File: config.mk
export PLATFORM = sky130hd
export DESIGN_NAME = mdu_ctrl
export DESIGN_NICKNAME = d
export VERILOG_FILES = /design/src/rtl/mdu_ctrl_pkg.sv /design/src/rtl/mdu_ctrl_divider.sv /design/src/rtl/mdu_ctrl.sv
export SDC_FILE = /design/constraint.sdc
export NUM_CORES = 2
export LEC_CHECK = 0
export CORE_UTILIZATION = 64
export CTS_BUF_LIST = sky130_fd_sc_hd__clkbuf_4 sky130_fd_sc_hd__clkbuf_8
export CTS_CLUSTER_SIZE = 14
export DETAILED_ROUTE_END_ITERATION = 8
export DONT_BUFFER_PORTS = 1
export GPL_TIMING_DRIVEN = 0
export PLACE_DENSITY = 0.78
export SLEW_MARGIN = 20
export SYNTH_ARGS = -nofsm -noshare
export SYNTH_HDL_FRONTEND = slang
export SYNTH_SLANG_ARGS = --single-unit
export TNS_END_PERCENT = 20
File: constraint.sdc
create_clock -name clk -period 28.4 [get_ports clk]
set_input_delay 5.68 -clock clk [delete_from_list [all_inputs] [get_ports clk]]
set_output_delay 5.68 -clock clk [all_outputs]
set_load 0.03 [all_outputs]
File: src/rtl/mdu_ctrl_pkg.sv
// Shared definitions for the HI/LO multiply/divide unit: op and state encodings,
// divider iteration count and small sign helpers.
package cpu_defs;

  typedef enum logic [3:0] {
    MD_NONE  = 4'd0,
    MD_MULT  = 4'd1,
    MD_MULTU = 4'd2,
    MD_MUL   = 4'd3,
    MD_MADD  = 4'd4,
    MD_MADDU = 4'd5,
    MD_MSUB  = 4'd6,
    MD_MSUBU = 4'd7,
    MD_DIV   = 4'd8,
    MD_DIVU  = 4'd9,
    MD_MTHI  = 4'd10,
    MD_MTLO  = 4'd11
  } md_op_t;

  typedef enum logic [2:0] {
    ST_IDLE,
    ST_MUL,
    ST_DIV,
    ST_FIX,
    ST_WB
  } mdu_state_t;

  localparam int unsigned MDU_DIV_CYCLES = 32;

  function automatic logic is_mul_op(input md_op_t op);
    return op inside {MD_MULT, MD_MULTU, MD_MUL, MD_MADD, MD_MADDU, MD_MSUB, MD_MSUBU};
  endfunction

  function automatic logic mul_signed(input md_op_t op);
    return op inside {MD_MULT, MD_MUL, MD_MADD, MD_MSUB};
  endfunction

  function automatic logic [31:0] neg32(input logic [31:0] v);
    return ~v + 32'd1;
  endfunction

  // Magnitude of v when treated as signed, raw value otherwise.
  function automatic logic [31:0] mag32(input logic [31:0] v, input logic sgn);
    return (sgn && v[31]) ? neg32(v) : v;
  endfunction

endpackage

File: src/rtl/mdu_ctrl_divider.sv
// Iterative unsigned restoring divider, one quotient bit per cycle.
// start loads operands; kill abandons the current divide.
module mdu_divider
  import cpu_defs::*;
(
  input  logic        clk,
  input  logic        resetn,
  input  logic        start,
  input  logic        kill,
  input  logic [31:0] a,
  input  logic [31:0] b,
  output logic        busy,
  output logic        done,
  output logic [31:0] quot,
  output logic [31:0] rem
);

  logic [4:0]  cnt;
  logic [31:0] div_q;
  logic [32:0] partial;
  logic [32:0] diff;

  // quot doubles as the dividend shift register; its MSB feeds the partial remainder.
  assign partial = {rem, quot[31]};
  assign diff    = partial - {1'b0, div_q};
  assign done    = busy && (cnt == 5'(MDU_DIV_CYCLES - 1));

  always_ff @(posedge clk) begin
    if (!resetn) begin
      busy  <= 1'b0;
      cnt   <= '0;
      quot  <= '0;
      rem   <= '0;
      div_q <= '0;
    end else if (kill) begin
      busy <= 1'b0;
      cnt  <= '0;
    end else if (start) begin
      busy  <= 1'b1;
      cnt   <= '0;
      quot  <= a;
      rem   <= '0;
      div_q <= b;
    end else if (busy) begin
      if (diff[32]) begin
        rem  <= partial[31:0];
        quot <= {quot[30:0], 1'b0};
      end else begin
        rem  <= diff[31:0];
        quot <= {quot[30:0], 1'b1};
      end
      cnt <= cnt + 5'd1;
      if (done) busy <= 1'b0;
    end
  end

endmodule

File: src/rtl/mdu_ctrl.sv
// HI/LO multiply/divide sequencer: pipelined multiplier, iterative divider, HI/LO owner.
// Optional MDU_DIV_EARLY_EN: divides with |a| < |b| (b != 0) bypass the iterations.
module mdu_ctrl
  import cpu_defs::*;
#(
  parameter int unsigned MUL_LAT = 2
) (
  input  logic        clk,
  input  logic        resetn,
  input  logic        req_valid,
  output logic        req_ready,
  input  logic [3:0]  req_op,
  input  logic [31:0] req_a,
  input  logic [31:0] req_b,
  input  logic        flush,
  output logic        resp_valid,
  output logic [31:0] resp_result,
  output logic [31:0] hi_o,
  output logic [31:0] lo_o
);

  mdu_state_t  state, state_nxt;
  md_op_t      req_op_t, op_q;
  logic [31:0] a_q, b_q, hi_q, lo_q, fix_hi, fix_lo;
  logic [2:0]  mul_cnt;
  logic [63:0] pipe [MUL_LAT];
  logic [63:0] ext_a, ext_b, prod_now, prod;
  logic        hs, is_div_req, early_hit, early_q;
  logic [31:0] req_a_mag, req_b_mag, a_mag_q;
  logic        div_start, div_busy, div_done;
  logic [31:0] div_quot, div_rem, quot_u, rem_u, quot_s, rem_s;
  logic        div_signed_q;

  assign req_op_t   = md_op_t'(req_op);
  assign hs         = req_valid && (state == ST_IDLE) && !flush;
  assign is_div_req = (req_op_t == MD_DIV) || (req_op_t == MD_DIVU);
  assign req_a_mag  = mag32(req_a, req_op_t == MD_DIV);
  assign req_b_mag  = mag32(req_b, req_op_t == MD_DIV);

`ifdef MDU_DIV_EARLY_EN
  assign early_hit = (req_b_mag != '0) && (req_a_mag < req_b_mag);
`else
  assign early_hit = 1'b0;
`endif

  assign div_start = hs && is_div_req && !early_hit;

  mdu_divider u_div (
    .clk    (clk),
    .resetn (resetn),
    .start  (div_start),
    .kill   (flush),
    .a      (req_a_mag),
    .b      (req_b_mag),
    .busy   (div_busy),
    .done   (div_done),
    .quot   (div_quot),
    .rem    (div_rem)
  );

  always_ff @(posedge clk) begin
    if (!resetn) state <= ST_IDLE;
    else         state <= state_nxt;
  end

  always_comb begin
    state_nxt = state;
    case (state)
      ST_IDLE: begin
        if (hs) begin
          if (is_mul_op(req_op_t)) state_nxt = ST_MUL;
          else if (is_div_req)     state_nxt = early_hit ? ST_FIX : ST_DIV;
        end
      end
      ST_MUL:  if (mul_cnt == 3'(MUL_LAT - 1)) state_nxt = ST_WB;
      ST_DIV:  if (div_done || !div_busy) state_nxt = ST_FIX;
      ST_FIX:  state_nxt = ST_WB;
      ST_WB:   state_nxt = ST_IDLE;
      default: state_nxt = ST_IDLE;
    endcase
    if (flush) state_nxt = ST_IDLE;
  end

  always_comb begin
    req_ready   = (state == ST_IDLE);
    resp_valid  = (state == ST_WB) && !flush;
    resp_result = '0;
    if (resp_valid && op_q == MD_MUL) resp_result = prod[31:0];
  end

  // Operands are sign/zero-extended to 64 bits so one truncated multiply serves both signednesses.
  assign ext_a    = mul_signed(op_q) ? {{32{a_q[31]}}, a_q} : {32'h0, a_q};
  assign ext_b    = mul_signed(op_q) ? {{32{b_q[31]}}, b_q} : {32'h0, b_q};
  assign prod_now = ext_a * ext_b;
  assign prod     = pipe[MUL_LAT-1];

  always_ff @(posedge clk) begin
    pipe[0] <= prod_now;
    for (int unsigned i = 1; i < MUL_LAT; i++) pipe[i] <= pipe[i-1];
  end

  assign div_signed_q = (op_q == MD_DIV);
  assign a_mag_q      = mag32(a_q, div_signed_q);
  assign quot_u       = early_q ? '0 : div_quot;
  assign rem_u        = early_q ? a_mag_q : div_rem;
  assign quot_s       = (div_signed_q && (a_q[31] ^ b_q[31])) ? neg32(quot_u) : quot_u;
  assign rem_s        = (div_signed_q && a_q[31]) ? neg32(rem_u) : rem_u;

  always_ff @(posedge clk) begin
    if (!resetn) begin
      hi_q    <= '0;
      lo_q    <= '0;
      a_q     <= '0;
      b_q     <= '0;
      op_q    <= MD_NONE;
      mul_cnt <= '0;
      fix_hi  <= '0;
      fix_lo  <= '0;
      early_q <= 1'b0;
    end else begin
      if (hs) begin
        op_q    <= req_op_t;
        a_q     <= req_a;
        b_q     <= req_b;
        mul_cnt <= '0;
        early_q <= early_hit;
        if (req_op_t == MD_MTHI) hi_q <= req_a;
        if (req_op_t == MD_MTLO) lo_q <= req_a;
      end
      if (state == ST_MUL) mul_cnt <= mul_cnt + 3'd1;
      if (state == ST_FIX) begin
        fix_hi <= rem_s;
        fix_lo <= quot_s;
      end
      if (state == ST_WB && !flush) begin
        case (op_q)
          MD_MULT, MD_MULTU: {hi_q, lo_q} <= prod;
          MD_MADD, MD_MADDU: {hi_q, lo_q} <= {hi_q, lo_q} + prod;
          MD_MSUB, MD_MSUBU: {hi_q, lo_q} <= {hi_q, lo_q} - prod;
          MD_DIV, MD_DIVU: begin
            hi_q <= fix_hi;
            lo_q <= fix_lo;
          end
          default: ;
        endcase
      end
    end
  end

  assign hi_o = hi_q;
  assign lo_o = lo_q;

endmodule

==> results.cfg <==
[worst_setup_path]
critPathMaxFanout = 10
crit_type = primary input to primary output
critPathCapture = resp_result[24]
r2r_end = pipe[0][63]
worstSetupEndpointType = primary output
path_depth = 5
crit_start = flush
cp_num_buf_inv = 1
path_cells = nor2_1 -> nand3_1 -> nor4_2 -> clkbuf_1 -> and2_1
max_stage_delay_ps = 770
start_kind = primary input
r2r_slack_ps = 16150
worstRegToRegCells = 33
required_ps = 22720
slowest_stage = nor4_2
cp.arrival_ps = 8090
r2r-start = op_q[2]
path_delay_family = simple AND/OR/NAND/NOR gates

[finish]
finalNetCount = 10557
fin_area_um2 = 77500
postLayoutCoreUtil_pct = 67.7
drive_above_1_share_pct = 2.36
stdcell_count = 10180
area_growth_pct = 4.61

[drt]
wl_um = 293000
viasPerCell = 6.27
drtPass1Iterations = 9
num_vias = 63858
ant_nets = 0
routedWlPerCell_um = 28.7
drc_errors = 115
drtIter0Drc = 7166

[place]
port_buffers = 0
hpwl_um = 246000
place_congestion = 1.12
dp.cells = 10038
placed_area_um2 = 76000

[floorplan]
ios = 170
die_area_um2 = 117000
start_util_pct = 64.7
die_h_um = 342
core_area_um2 = 115000
rows = 124
chipWidth_um = 342

[power]
total_leakage_power_uw = 0.0376
clkPwrFrac_pct = 28.0
internal_power_uw = 1180
peakVddDrop_mv = 0.0470
p_sw_share_pct = 42.3
p_switching_uw = 866
seqPwrFrac_pct = 35.7
pwr-share-comb_pct = 36.2
powerDensity_nw_per_um2 = 26.4

[status]
violations = DRC
status = finished with violations

[hold_path]
hold_class = flop to flop

[synthesis]
netlist_instances = 8525
syn_nets = 10495
ys_types = 104
seq_area_frac_synth_pct = 11.7
synth_top_flop_cell = dfxtp_1
synth_seq_cells = 432
async_reset_ff_share_pct = 0
ys_warn_count = 0
netlist_area_um2 = 74100
synth-edff-count = 0
syn_area_per_cell_um2 = 8.69

[sta]
timing.final.crit_period_ps = 13770
maxSlewHeadroom_pct = 12.5
tightestPinTransition_ps = 1310
worst_clock_skew_ps = 43.0
finalHoldViolCount = 0
slew_viol_final = 0
finalSetupViolCount = 0
fin_crit_sh_pct = 48.5
tns_ps = 0
maxClockFrequency_mhz = 72.6
rsz0062_at_grt = false

[cts]
postCtsSetupBuffers = 0
htree_levels = 2
cts_root_buf = clkbuf_8
clock_latency_ps = 720
cts_resized = 0
cts_made_buffers = 59
cts_tree = done
clk_pin_slew_ps = 70
cts.path.max_buffers = 3
clock_sinks = 432
cts_hold_buf = 0

[grt]
grt_pass1_wl_um = 423000
gr-total-overflow = 0
grt_max_degree = 24
antenna_found_initial = 28
first_global_vias = 64261
track_usage_pct = 50.2

[run]
drv_cap = 0
## power by group through the flow
stage	logic (uW)	registers (uW)	clock network, uW
2_1_floorplan	477	686	0
3_3_place_gp	696	736	0
3_5_place_dp	708	736	0
4_1_cts	712	722	571
5_1_grt	792	727	594
6_report	742	732	574
## through the flow
step / worst slack, ps / total power (uW) / hold slack [ps]
after global placement: 14450 / 1430 / 310
final: 14630 / 2050 / 322
after detailed placement: 14820 / 1440 / 312
after floorplan: 15800 / 1160 / 310
after CTS: 14810 / 2000 / 323
after global routing: 14680 / 2110 / 332
## synthesized netlist by cell type (23+ instances only)
cell type,number,area share (%)
o21bai_1,37,0.37
and2_1,395,3.3
a21oi_1,392,2.6
nor2_1,361,1.8
nor2b_1,50,0.42
nand4_1,24,0.20
o21ai_1,23,0.16
o21a_1,30,0.30
fa_1,1424,38
ha_1,474,8.0
o31ai_1,42,0.43
a31oi_1,33,0.28
dfxtp_1,432,12
mux2i_1,53,0.72
nor3_1,84,0.57
or3_1,30,0.25
xor2_1,111,1.3
clkbuf_1,434,2.2
a211oi_1,135,1.4
o21ai_0,182,1.2
a21o_1,71,0.72
o211ai_1,26,0.26
inv_1,1753,8.9
nand2b_1,45,0.38
nand2_1,1163,5.9
nand3_1,49,0.33
a311oi_1,46,0.54
xnor2_1,211,2.5
nor4_1,28,0.24
a221oi_1,77,0.91
and3_1,40,0.34
## routing by layer
metal,share of wire (%),up-vias,global-route usage [%]
met2,42,4704,74.8
met3,14,1295,17.3
met1,34,31242,59.8
met5,0.065,-,0.204
met4,9.8,22,38.7
li1,-,26595,-
## worst register-to-register path: cells and delay by family (launching register included)
| family | cells | cell delay [ps] |
|---|---|---|
| AO/OA/AOI/OAI | 11 | 2050 |
| XOR/XNOR | 2 | 470 |
| adder cells (fa/ha/maj) | 11 | 6200 |
| buffers and inverters | 6 | 1820 |
| flip-flops | 1 | 310 |
| AND/OR/NAND/NOR | 3 | 1260 |
## sequential cells by signal, indices dropped and copies added (netlist names), 3 cells and up
name,count
fix_lo,32
b_q,32
a_q,32
hi_o,32
lo_o,32
u_div.quot,32
fix_hi,32
state,3
u_div.cnt,5
op_q,4
u_div.rem,32
pipe,128
mul_cnt,3
u_div.div_q,32
## kinds of logic after synthesis
group | Yosys count | synth area share [%]
compound gates | 1256 | 11.4
xor+xnor | 322 | 3.81
fa+ha+maj | 1902 | 46.5
buf+inv | 2228 | 11.4
flops | 432 | 11.7
mux | 64 | 0.883
simple gates | 2321 | 14.4
## final cells by class
class / instances / area (um2)
Multi-Input combinational cell: 5865 / 57000
Clock buffer: 87 / 1130
Antenna cell: 33 / 82.6
Inverter: 1755 / 6590
Sequential cell: 432 / 8650
Tap cell: 1512 / 1890
Buffer: 473 / 1840
Fill cell: 9411 / 37000
Clock inverter: 22 / 268
Timing Repair Buffer: 1 / 20.0
## layout by cell type, fill, tap and decap left out, drive strengths merged, types with 46 or more instances in the layout
cell type / Yosys / routed
a21oi: 394 / 394
inv: 1755 / 1758
nand2: 1165 / 1165
a221oi: 80 / 80
nand3: 49 / 49
nor3: 84 / 84
nor2b: 50 / 50
a211oi: 137 / 137
fa: 1424 / 1424
xnor2: 211 / 211
o21ai: 206 / 206
ha: 474 / 474
a21o: 71 / 71
dfxtp: 432 / 432
xor2: 111 / 111
clkbuf: 434 / 522
a311oi: 46 / 46
and2: 397 / 397
mux2i: 53 / 53
nor2: 361 / 361
## worst min path at each step
stage | start | slack (ps) | end | cells after the start
finish | pipe[0][17] | 320 | pipe[0][81] | 0
global route | pipe[0][52] | 330 | pipe[0][116] | 0
CTS | pipe[0][17] | 320 | pipe[0][81] | 0
detailed placement | pipe[0][36] | 310 | pipe[0][100] | 0
global placement | pipe[0][50] | 310 | pipe[0][114] | 0
floorplan | pipe[0][36] | 310 | pipe[0][100] | 0
No activity file was read; power rests on OpenSTA's default activity.
